**config.mk**
```make
export PLATFORM = sky130hd
export DESIGN_NAME = traffic_req_gen_flat
export DESIGN_NICKNAME = d
export VERILOG_FILES = /design/src/rtl/traffic_req_gen_pkg.sv /design/src/rtl/traffic_req_gen_if.sv /design/src/rtl/traffic_req_gen_req_channel.sv /design/src/rtl/traffic_req_gen.sv /design/src/flat_wrapper.sv
export SDC_FILE = /design/constraint.sdc
export NUM_CORES = 1
export LEC_CHECK = 0
export CAP_MARGIN = 20
export CORE_ASPECT_RATIO = 1.4
export CORE_MARGIN = 5
export CORE_UTILIZATION = 25
export CTS_CLUSTER_SIZE = 10
export DETAILED_ROUTE_END_ITERATION = 10
export MAX_ROUTING_LAYER = met4
export SYNTH_ARGS = -nofsm -noshare
export SYNTH_HDL_FRONTEND = slang
export SYNTH_SLANG_ARGS = --single-unit
```
**constraint.sdc**
```tcl
create_clock -name CK -period 1.9 [get_ports CK]
set_input_delay 0.285 -clock CK [delete_from_list [all_inputs] [get_ports CK]]
set_output_delay 0.285 -clock CK [all_outputs]
set_load 0.01 [all_outputs]
```
**src/rtl/traffic_req_gen_pkg.sv**
```systemverilog
// Shared types and defaults for the traffic-light request front-end.
// Imported by the channel sub-module and the top level.
package traffic_req_pkg;

  typedef enum logic [1:0] {
    ST_IDLE = 2'd0,
    ST_REQ  = 2'd1,
    ST_DONE = 2'd2
  } chan_state_t;

  localparam int DEF_DEB_CYCLES = 4;
  localparam int DEF_HOLD_MAX   = 200;
  localparam int DEF_CLR_CYCLES = 3;
  localparam int TIMER_W        = 8;
  localparam int DEB_CNT_W      = 4;

endpackage

```
**src/rtl/traffic_req_gen_if.sv**
```systemverilog
// Signal bundle between the pad ring / controller and the request front-end.
// master = the front-end itself, slave = the pads and controller around it.
interface traffic_req_gen_if;
  logic car_raw;
  logic ped_raw;
  logic svc_side;
  logic svc_ped;
  logic ctl_clr;
  logic req_side;
  logic req_ped;
  logic tmo_side;
  logic tmo_ped;

  modport master (
    input  car_raw, ped_raw, svc_side, svc_ped,
    output ctl_clr, req_side, req_ped, tmo_side, tmo_ped
  );

  modport slave (
    output car_raw, ped_raw, svc_side, svc_ped,
    input  ctl_clr, req_side, req_ped, tmo_side, tmo_ped
  );
endinterface

```
**src/rtl/traffic_req_gen_req_channel.sv**
```systemverilog
// One request channel: synchroniser, debouncer, IDLE/REQ/DONE FSM and hold timer.
// The rising-edge pulse leaves the module so the top can mask it during start-up clear.
module req_channel
  import traffic_req_pkg::*;
#(
  parameter int DEB_CYCLES = DEF_DEB_CYCLES,
  parameter int HOLD_MAX   = DEF_HOLD_MAX
) (
  input  logic i_clk,
  input  logic i_rst_n,
  input  logic i_raw,
  input  logic i_svc,
  input  logic i_edgeOk,
  output logic o_edge,
  output logic o_req,
  output logic o_tmo
);

  logic                 r_sync1;
  logic                 r_sync2;
  logic                 r_deb;
  logic                 r_edge;
  logic [DEB_CNT_W-1:0] r_debCnt;
  logic [TIMER_W-1:0]   r_timer;
  logic                 r_tmo;
  chan_state_t          r_state;
  chan_state_t          w_nextState;
  logic                 w_tmoSet;

  // The level only flips after DEB_CYCLES consecutive disagreeing samples.
  always_ff @(posedge i_clk or negedge i_rst_n) begin
    if (!i_rst_n) begin
      r_sync1  <= 1'b0;
      r_sync2  <= 1'b0;
      r_deb    <= 1'b0;
      r_edge   <= 1'b0;
      r_debCnt <= '0;
    end else begin
      r_sync1 <= i_raw;
      r_sync2 <= r_sync1;
      if (r_sync2 == r_deb) begin
        r_debCnt <= '0;
        r_edge   <= 1'b0;
      end else if (r_debCnt == DEB_CNT_W'(DEB_CYCLES - 1)) begin
        r_deb    <= r_sync2;
        r_debCnt <= '0;
        r_edge   <= r_sync2;
      end else begin
        r_debCnt <= r_debCnt + 1'b1;
        r_edge   <= 1'b0;
      end
    end
  end

  always_ff @(posedge i_clk or negedge i_rst_n) begin
    if (!i_rst_n) begin
      r_state <= ST_IDLE;
      r_timer <= '0;
      r_tmo   <= 1'b0;
    end else begin
      r_state <= w_nextState;
      r_timer <= (r_state == ST_REQ) ? r_timer + 1'b1 : '0;
      if (w_tmoSet) r_tmo <= 1'b1;
    end
  end

  // Service wins over a timeout landing on the same cycle.
  always_comb begin
    w_nextState = r_state;
    w_tmoSet    = 1'b0;
    case (r_state)
      ST_IDLE: if (i_edgeOk && !i_svc) w_nextState = ST_REQ;
      ST_REQ: begin
        if (i_svc) begin
          w_nextState = ST_DONE;
        end else if (r_timer == TIMER_W'(HOLD_MAX - 1)) begin
          w_nextState = ST_IDLE;
          w_tmoSet    = 1'b1;
        end
      end
      ST_DONE: if (!i_svc) w_nextState = ST_IDLE;
      default: w_nextState = ST_IDLE;
    endcase
  end

  assign o_edge = r_edge;
  assign o_req  = (r_state == ST_REQ);
  assign o_tmo  = r_tmo;

endmodule

```
**src/rtl/traffic_req_gen.sv**
```systemverilog
// Request front-end top: start-up clear generator plus side and pedestrian channels.
// Edges arriving while the controller is still being cleared are discarded here.
module traffic_req_gen
  import traffic_req_pkg::*;
#(
  parameter int DEB_CYCLES = DEF_DEB_CYCLES,
  parameter int HOLD_MAX   = DEF_HOLD_MAX,
  parameter int CLR_CYCLES = DEF_CLR_CYCLES
) (
  input logic               CK,
  input logic               RN,
  traffic_req_gen_if.master bus
);

  logic [3:0] r_clrCnt;
  logic       r_clr;
  logic       w_sideEdge;
  logic       w_pedEdge;
  logic       w_sideEdgeOk;
  logic       w_pedEdgeOk;

  // Clear stays high for CLR_CYCLES edges after release, then never again until reset.
  always_ff @(posedge CK or negedge RN) begin
    if (!RN) begin
      r_clrCnt <= '0;
      r_clr    <= 1'b1;
    end else if (r_clr) begin
      if (r_clrCnt == 4'(CLR_CYCLES - 1)) r_clr <= 1'b0;
      else r_clrCnt <= r_clrCnt + 1'b1;
    end
  end

  assign w_sideEdgeOk = w_sideEdge & ~r_clr;
  assign w_pedEdgeOk  = w_pedEdge & ~r_clr;
  assign bus.ctl_clr  = r_clr;

  req_channel #(.DEB_CYCLES(DEB_CYCLES), .HOLD_MAX(HOLD_MAX)) u_side (
    .i_clk    (CK),
    .i_rst_n  (RN),
    .i_raw    (bus.car_raw),
    .i_svc    (bus.svc_side),
    .i_edgeOk (w_sideEdgeOk),
    .o_edge   (w_sideEdge),
    .o_req    (bus.req_side),
    .o_tmo    (bus.tmo_side)
  );

  req_channel #(.DEB_CYCLES(DEB_CYCLES), .HOLD_MAX(HOLD_MAX)) u_ped (
    .i_clk    (CK),
    .i_rst_n  (RN),
    .i_raw    (bus.ped_raw),
    .i_svc    (bus.svc_ped),
    .i_edgeOk (w_pedEdgeOk),
    .o_edge   (w_pedEdge),
    .o_req    (bus.req_ped),
    .o_tmo    (bus.tmo_ped)
  );

endmodule

```
**src/flat_wrapper.sv**
```systemverilog
// flat-port wrapper written by rule: the top's interface ports become plain ports
module traffic_req_gen_flat import traffic_req_pkg::*;
#(
  parameter int DEB_CYCLES = DEF_DEB_CYCLES,
  parameter int HOLD_MAX   = DEF_HOLD_MAX,
  parameter int CLR_CYCLES = DEF_CLR_CYCLES
)
  (CK, RN, bus_car_raw, bus_ped_raw, bus_svc_side, bus_svc_ped, bus_ctl_clr, bus_req_side, bus_req_ped, bus_tmo_side, bus_tmo_ped);
  traffic_req_gen_if bus_i ();
  input logic CK;
  input logic RN;
  input wire logic [$bits(bus_i.car_raw)-1:0] bus_car_raw;
  input wire logic [$bits(bus_i.ped_raw)-1:0] bus_ped_raw;
  input wire logic [$bits(bus_i.svc_side)-1:0] bus_svc_side;
  input wire logic [$bits(bus_i.svc_ped)-1:0] bus_svc_ped;
  output wire logic [$bits(bus_i.ctl_clr)-1:0] bus_ctl_clr;
  output wire logic [$bits(bus_i.req_side)-1:0] bus_req_side;
  output wire logic [$bits(bus_i.req_ped)-1:0] bus_req_ped;
  output wire logic [$bits(bus_i.tmo_side)-1:0] bus_tmo_side;
  output wire logic [$bits(bus_i.tmo_ped)-1:0] bus_tmo_ped;
  assign bus_i.car_raw = bus_car_raw;
  assign bus_i.ped_raw = bus_ped_raw;
  assign bus_i.svc_side = bus_svc_side;
  assign bus_i.svc_ped = bus_svc_ped;
  assign bus_ctl_clr = bus_i.ctl_clr;
  assign bus_req_side = bus_i.req_side;
  assign bus_req_ped = bus_i.req_ped;
  assign bus_tmo_side = bus_i.tmo_side;
  assign bus_tmo_ped = bus_i.tmo_ped;
  traffic_req_gen #(.DEB_CYCLES(DEB_CYCLES), .HOLD_MAX(HOLD_MAX), .CLR_CYCLES(CLR_CYCLES)) u_core (.CK(CK), .RN(RN), .bus(bus_i));
endmodule
```
# After elaboration in Yosys (flattened, before gate mapping)
# Index checks and enable logic that the tools add are counted.
[totals]
register_bits = 43
in_bits = 6
[op_classes]
mux = 28
reduce_logical = 11
add_sub_neg = 5
n_bitwise = 6
eq_ne = 17
[op_table]
columns = ["cell", "count"]
rows = [
  ["adder 8 x 1 -> 8 bit (second input constant)", 2],
  ["== test 8 bit (second input constant)", 2],
  ["two-way mux 2 bit", 8],
  ["two-way mux 4 bit", 4],
  ["two-way mux 8 bit", 2],
  ["adder 4 x 1 -> 4 bit (second input constant)", 3],
  ["== test 4 x 2 -> 1 bit (second input constant)", 3],
  ["two-way mux 1 bit", 12],
  ["case mux 2 bit (3 select lines)", 2],
  ["!= test 2 bit (second input constant)", 4],
  ["!= test 3 x 2 -> 1 bit (second input constant)", 2],
  ["AND reduction 2 bit", 3],
  ["AND reduction 3 bit", 2],
  ["== test 2 x 1 -> 1 bit (second input constant)", 2],
  ["== test 2 bit (second input constant)", 2],
  ["zero test 2 bit", 2],
  ["inverter 1 bit", 4],
  ["bitwise AND 1 bit", 2],
  ["== test 1 bit", 2],
  ["logical AND 1 bit", 2],
  ["zero test 1 bit", 2],
]

# Depth between registers and ports, before layout
[logic_depth]
depth_word = 5
depth_mapped = 5

# Hierarchy
# From an unflattened synthesis, not the netlist that was laid out.
[hier_totals]
hier_cells = 158
area_unflattened_um2 = 1854.3
[by_module_without_submodules]
columns = ["mod", "area_per_inst_um2", "cells_each", "n_inst"]
rows = [
  ["req_channel at u_core.u_side", 804.5, 68, 1],
  ["req_channel at u_core.u_ped", 792.0, 68, 1],
  ["traffic_req_gen", 257.7, 22, 1],
]

# Worst setup path before layout
# OpenSTA, ideal clock, no wires.
[synth_timing]
kind = "register to register"
from = "register u_core.u_ped.r_debCnt[0]"
to = "register u_core.u_ped.r_deb"
setup_time_ns = 0.125
arrival_ns = 1.145
setup_slack_ns = 0.630
stages_incl_launch_ff = 4
t_required_ns = 1.775
period_less_slack_ns = 1.270
path_buffers = 0
cell_sequence = "dfrtp_1 ha_1 nor3b_1 mux2_2"
[synth_between]
elab_chain_len = 2
[synth_lines]
columns = ["element", "line", "text"]
rows = [
  ["start: declaration", "traffic_req_gen_req_channel.sv:23", "logic [DEB_CNT_W-1:0] r_debCnt;"],
  ["start signal: assignment", "traffic_req_gen_req_channel.sv:49", "r_debCnt <= r_debCnt + 1'b1;"],
  ["== test 4 x 2 -> 1 bit", "traffic_req_gen_req_channel.sv:44", "end else if (r_debCnt == DEB_CNT_W'(DEB_CYCLES - 1)) begin"],
  ["AND reduction 2 bit (no line)", "--", ""],
  ["end signal: assignment", "traffic_req_gen_req_channel.sv:45", "r_deb <= r_sync2;"],
  ["end: declaration", "traffic_req_gen_req_channel.sv:21", "logic r_deb;"],
]
# No other way between the ends.
# A chain may end at the register's enable or synchronous reset.

# Worst setup path after layout
[layout_timing]
from = "register u_core.u_ped.r_state[1]"
to = "output bus_req_ped"
[layout_between]
elab_chain_len = 1
[layout_lines]
columns = ["element", "line", "text"]
rows = [
  ["start: declaration", "traffic_req_gen_req_channel.sv:26", "chan_state_t r_state;"],
  ["start signal: assignment", "traffic_req_gen_req_channel.sv:61", "r_state <= w_nextState;"],
  ["== test 2 x 1 -> 1 bit", "traffic_req_gen_req_channel.sv:87", "assign o_req = (r_state == ST_REQ);"],
  ["end: declaration", "flat_wrapper.sv:18", "output wire logic [$bits(bus_i.req_ped)-1:0] bus_req_ped;"],
]
# No other way between the ends.

==> results.py <==
metrics = {
    "synthesis": {
        "netlist_top_cells_area": "dfrtp_1, ha_1, xnor2_1, a21oi_1, nor2_1",
        "synth.distinct_cells": 32,
        "synth_top_area_share_pct": 57.9,
        "syn-num-nets": 170,
        "yosys_warnings": 0,
        "ys_ff_latch": 43,
        "syn_area_per_cell_sq_um": 11.6,
        "seq_area_frac_synth_pct": 59.3,
        "syn_area_sq_um": 1820,
        "yosys.area.top_type": "dfrtp_1",
        "syn_inst": 156,
    },
    "drt": {
        "drt_iter0_markers": 68,
        "drt-pass1-iter-count": 4,
        "wirelength_mm": 3.06,
        "viasPerCell": 4.31,
        "ant_nets": 0,
        "vias": 1171,
        "avgRoutedWirePerCell_microns": 11.2,
        "drc": 0,
    },
    "finish": {
        "fillers": 734,
        "drive_above_1_share_pct": 9.04,
        "final_nets": 190,
        "final_cells": 272,
        "syn2layout_area_growth_pct": 19.3,
        "n_antenna_cell": 0,
        "fin_area_sq_um": 2170,
    },
    "setup_path": {
        "arrival_ns": 1.47,
        "cp_max_fo": 3,
        "cp.required_ns": 1.62,
        "cp-end-kind": "primary output",
        "start_kind": "flop",
        "critical_path_class": "flop to primary output",
    },
    "clock_tree": {
        "cts_tree": "done",
        "cts-root-buf": "clkbuf_8",
        "cts_buffer_depth": 2,
        "htree_num_levels": 2,
        "insertion_delay_ns": 0.30,
        "clock-sinks": 43,
        "clk_pin_slew_worst_paths_ns": 0.08,
        "numCtsBuffers": 5,
    },
    "timing": {
        "clock_skew_ns": 0.00697,
        "fin_crit_ns": 1.75,
        "layout_worst_path_cycle_share_pct": 92.2,
        "setup_violations": 0,
        "slew_viol_final": 0,
        "rsz0062_at_grt": "false",
        "worstMarginPinSlew_ns": 0.426,
        "final.setup.tns_ns": 0,
        "slew_headroom_pct": 71.4,
        "final_hold_viol_count": 0,
        "fmax_mhz": 571,
    },
    "power": {
        "seq_power_share_pct": 53.4,
        "power_frac_comb_pct": 10.8,
        "leakagePower_nw": 0.948,
        "netSwitchingFraction_pct": 23.4,
        "power.density_nw_per_um2": 899,
        "clkPwrFrac_pct": 35.8,
        "intPower_mw": 1.49,
        "total_power_mw": 1.95,
        "ir_worst_vdd_v": 0.000309,
        "power_switching_uw": 455,
    },
    "global_routing": {
        "antenna_found_initial": 0,
        "gr-total-overflow": 0,
        "track_usage_pct": 7.94,
        "first_global_vias": 1211,
        "grt_max_degree": 17,
        "grt_pass1_wl_mm": 5.51,
    },
    "hold_path": {
        "hp-class": "flop to flop",
    },
    "placed_design": {
        "io_buffers": 10,
        "gp_congestion": 0.760,
        "place_area_sq_um": 2050,
        "dp_hpwl_mm": 2.19,
        "place_inst": 263,
    },
    "floorplan": {
        "start_util_pct": 25.8,
        "coreArea_sq_um": 7030,
        "die_w_microns": 82.0,
        "dieArea_sq_um": 9090,
        "die_h_microns": 111,
        "num_io_pins": 11,
        "rows": 36,
    },
    "job": {
        "cap_violations": 0,
    },
    "status": {
        "run_status": "finished clean",
    },
}
what timing repair did:
action | 4_1_cts | 5_1_grt
setup buffers | 0 | 0
hold buffers | 1 | 0
endpoints found under the hold margin | 13 | 0
resized for setup | 0 | 0
endpoints found under the setup margin | 0 | 0
cell type report:
type | instances | area (sq um) | area share, %
inverters | 8 | 30.0 | 1.39
clock inverters | 1 | 30.0 | 1.39
multi-input cells | 103 | 698 | 32.2
repair buffers | 15 | 135 | 6.24
flip-flops and latches | 43 | 1080 | 49.7
well taps | 95 | 119 | 5.49
clock buffers | 7 | 76.3 | 3.52
power groups by stage:
stage	Combinational (mW)	Clock, mW	Sequential (mW)
2_1_floorplan	0.145	0	1.05
6_report	0.211	0.696	1.04
3_5_place_dp	0.217	0	1.06
4_1_cts	0.220	0.721	1.04
5_1_grt	0.247	0.765	1.05
3_3_place_gp	0.213	0	1.05
worst max-delay path, stage by stage (launching register included):
cell	delay (ns)
dfrtp_1	0.40
nand2b_1	0.16
inv_1	0.08
clkdlybuf4s50_1	0.54
sequential cells by signal, indices dropped and copies added (netlist names), 2 cells and up:
register / flops
u_core.u_ped.r_timer: 8
u_core.u_side.r_timer: 8
u_core.r_clrCnt: 4
u_core.u_ped.r_debCnt: 4
u_core.u_side.r_debCnt: 4
u_core.u_ped.r_state: 2
u_core.u_side.r_state: 2
cells in the mapped netlist:
| cell type | number |
|---|---|
| a31o_2 | 1 |
| a21boi_0 | 2 |
| and2_1 | 2 |
| nand2_1 | 5 |
| nand4_1 | 4 |
| nor3b_1 | 2 |
| nor3_1 | 2 |
| xor2_1 | 5 |
| nor2_1 | 12 |
| a21o_1 | 1 |
| a2111oi_0 | 1 |
| xnor2_1 | 7 |
| or3_1 | 6 |
| a21oi_1 | 9 |
| nor4_1 | 1 |
| dfstp_2 | 1 |
| mux2_2 | 2 |
| o32ai_1 | 1 |
| o21ai_0 | 7 |
| ha_1 | 8 |
| inv_1 | 8 |
| dfrtp_1 | 42 |
| nand2b_1 | 7 |
| o31ai_2 | 1 |
| nor2b_1 | 2 |
| nand3_1 | 7 |
| buf_2 | 2 |
| nand4b_1 | 1 |
| and3b_1 | 2 |
| mux2i_1 | 1 |
| nand3b_1 | 3 |
| nor4b_1 | 1 |
stage by stage:
stage | hold WS, ns | worst slack [ns] | utilization [%]
global placement | 0.220 | 0.492 | 29.2
finish | 0.353 | 0.148 | 30.8
global route | 0.377 | 0.0441 | 30.8
detailed placement | 0.212 | 0.461 | 29.2
CTS | 0.355 | 0.121 | 30.8
floorplan | -0.0106 | 0.630 | -
metal layers:
layer / vias up / part of all wire [%] / GRT usage [%]
li1: 576 / - / -
met4: 0 / 2.0 / 3.33
met5: - / 0 / -
met3: 6 / 3.6 / 2.76
met2: 12 / 52 / 12.6
met1: 577 / 42 / 8.94
path summary, 6_finish.rpt:
path	from	endpoint	slack, ns	cells past startpoint
worst max-delay path	u_core.u_ped.r_state[1]$_DFFE_PN0P_	bus_req_ped	0.15	3
worst min-delay path	u_core.u_ped.r_sync1$_DFF_PN0_	u_core.u_ped.r_sync2$_DFF_PN0_	0.35	0
worst max register to register	u_core.u_side.r_debCnt[0]$_DFF_PN0_	u_core.u_side.r_deb$_DFFE_PN0P_	0.50	3
worst min register to register	u_core.u_ped.r_sync1$_DFF_PN0_	u_core.u_ped.r_sync2$_DFF_PN0_	0.35	0
max in group asynchronous	RN	u_core.u_ped.r_debCnt[1]$_DFF_PN0_	0.94	3
min in group asynchronous	RN	u_core.u_ped.r_state[1]$_DFFE_PN0P_	0.44	2
cells in the final DEF (no fill, tap or decap), types with 5 or more instances in the layout:
cell | netlist | routed
clkdlybuf4s50_1 | 0 | 9
a21oi_1 | 9 | 9
nand2b_1 | 7 | 7
ha_1 | 8 | 8
nor2_1 | 12 | 12
o21ai_0 | 7 | 7
clkbuf_8 | 0 | 5
nand3_1 | 7 | 7
nand2_1 | 5 | 5
or3_1 | 6 | 6
xnor2_1 | 7 | 7
dfrtp_1 | 42 | 42
xor2_1 | 5 | 5
inv_1 | 8 | 8
logic make-up after synthesis:
family | synth area share, %
XOR/XNOR | 5.79
flip-flops | 59.3
AO/OA/AOI/OAI | 7.79
buffers and inverters | 2.21
multiplexers | 1.79
AND/OR/NAND/NOR | 17.6
adder cells (fa/ha/maj) | 5.51
No activity file was read; power rests on OpenSTA's default activity.
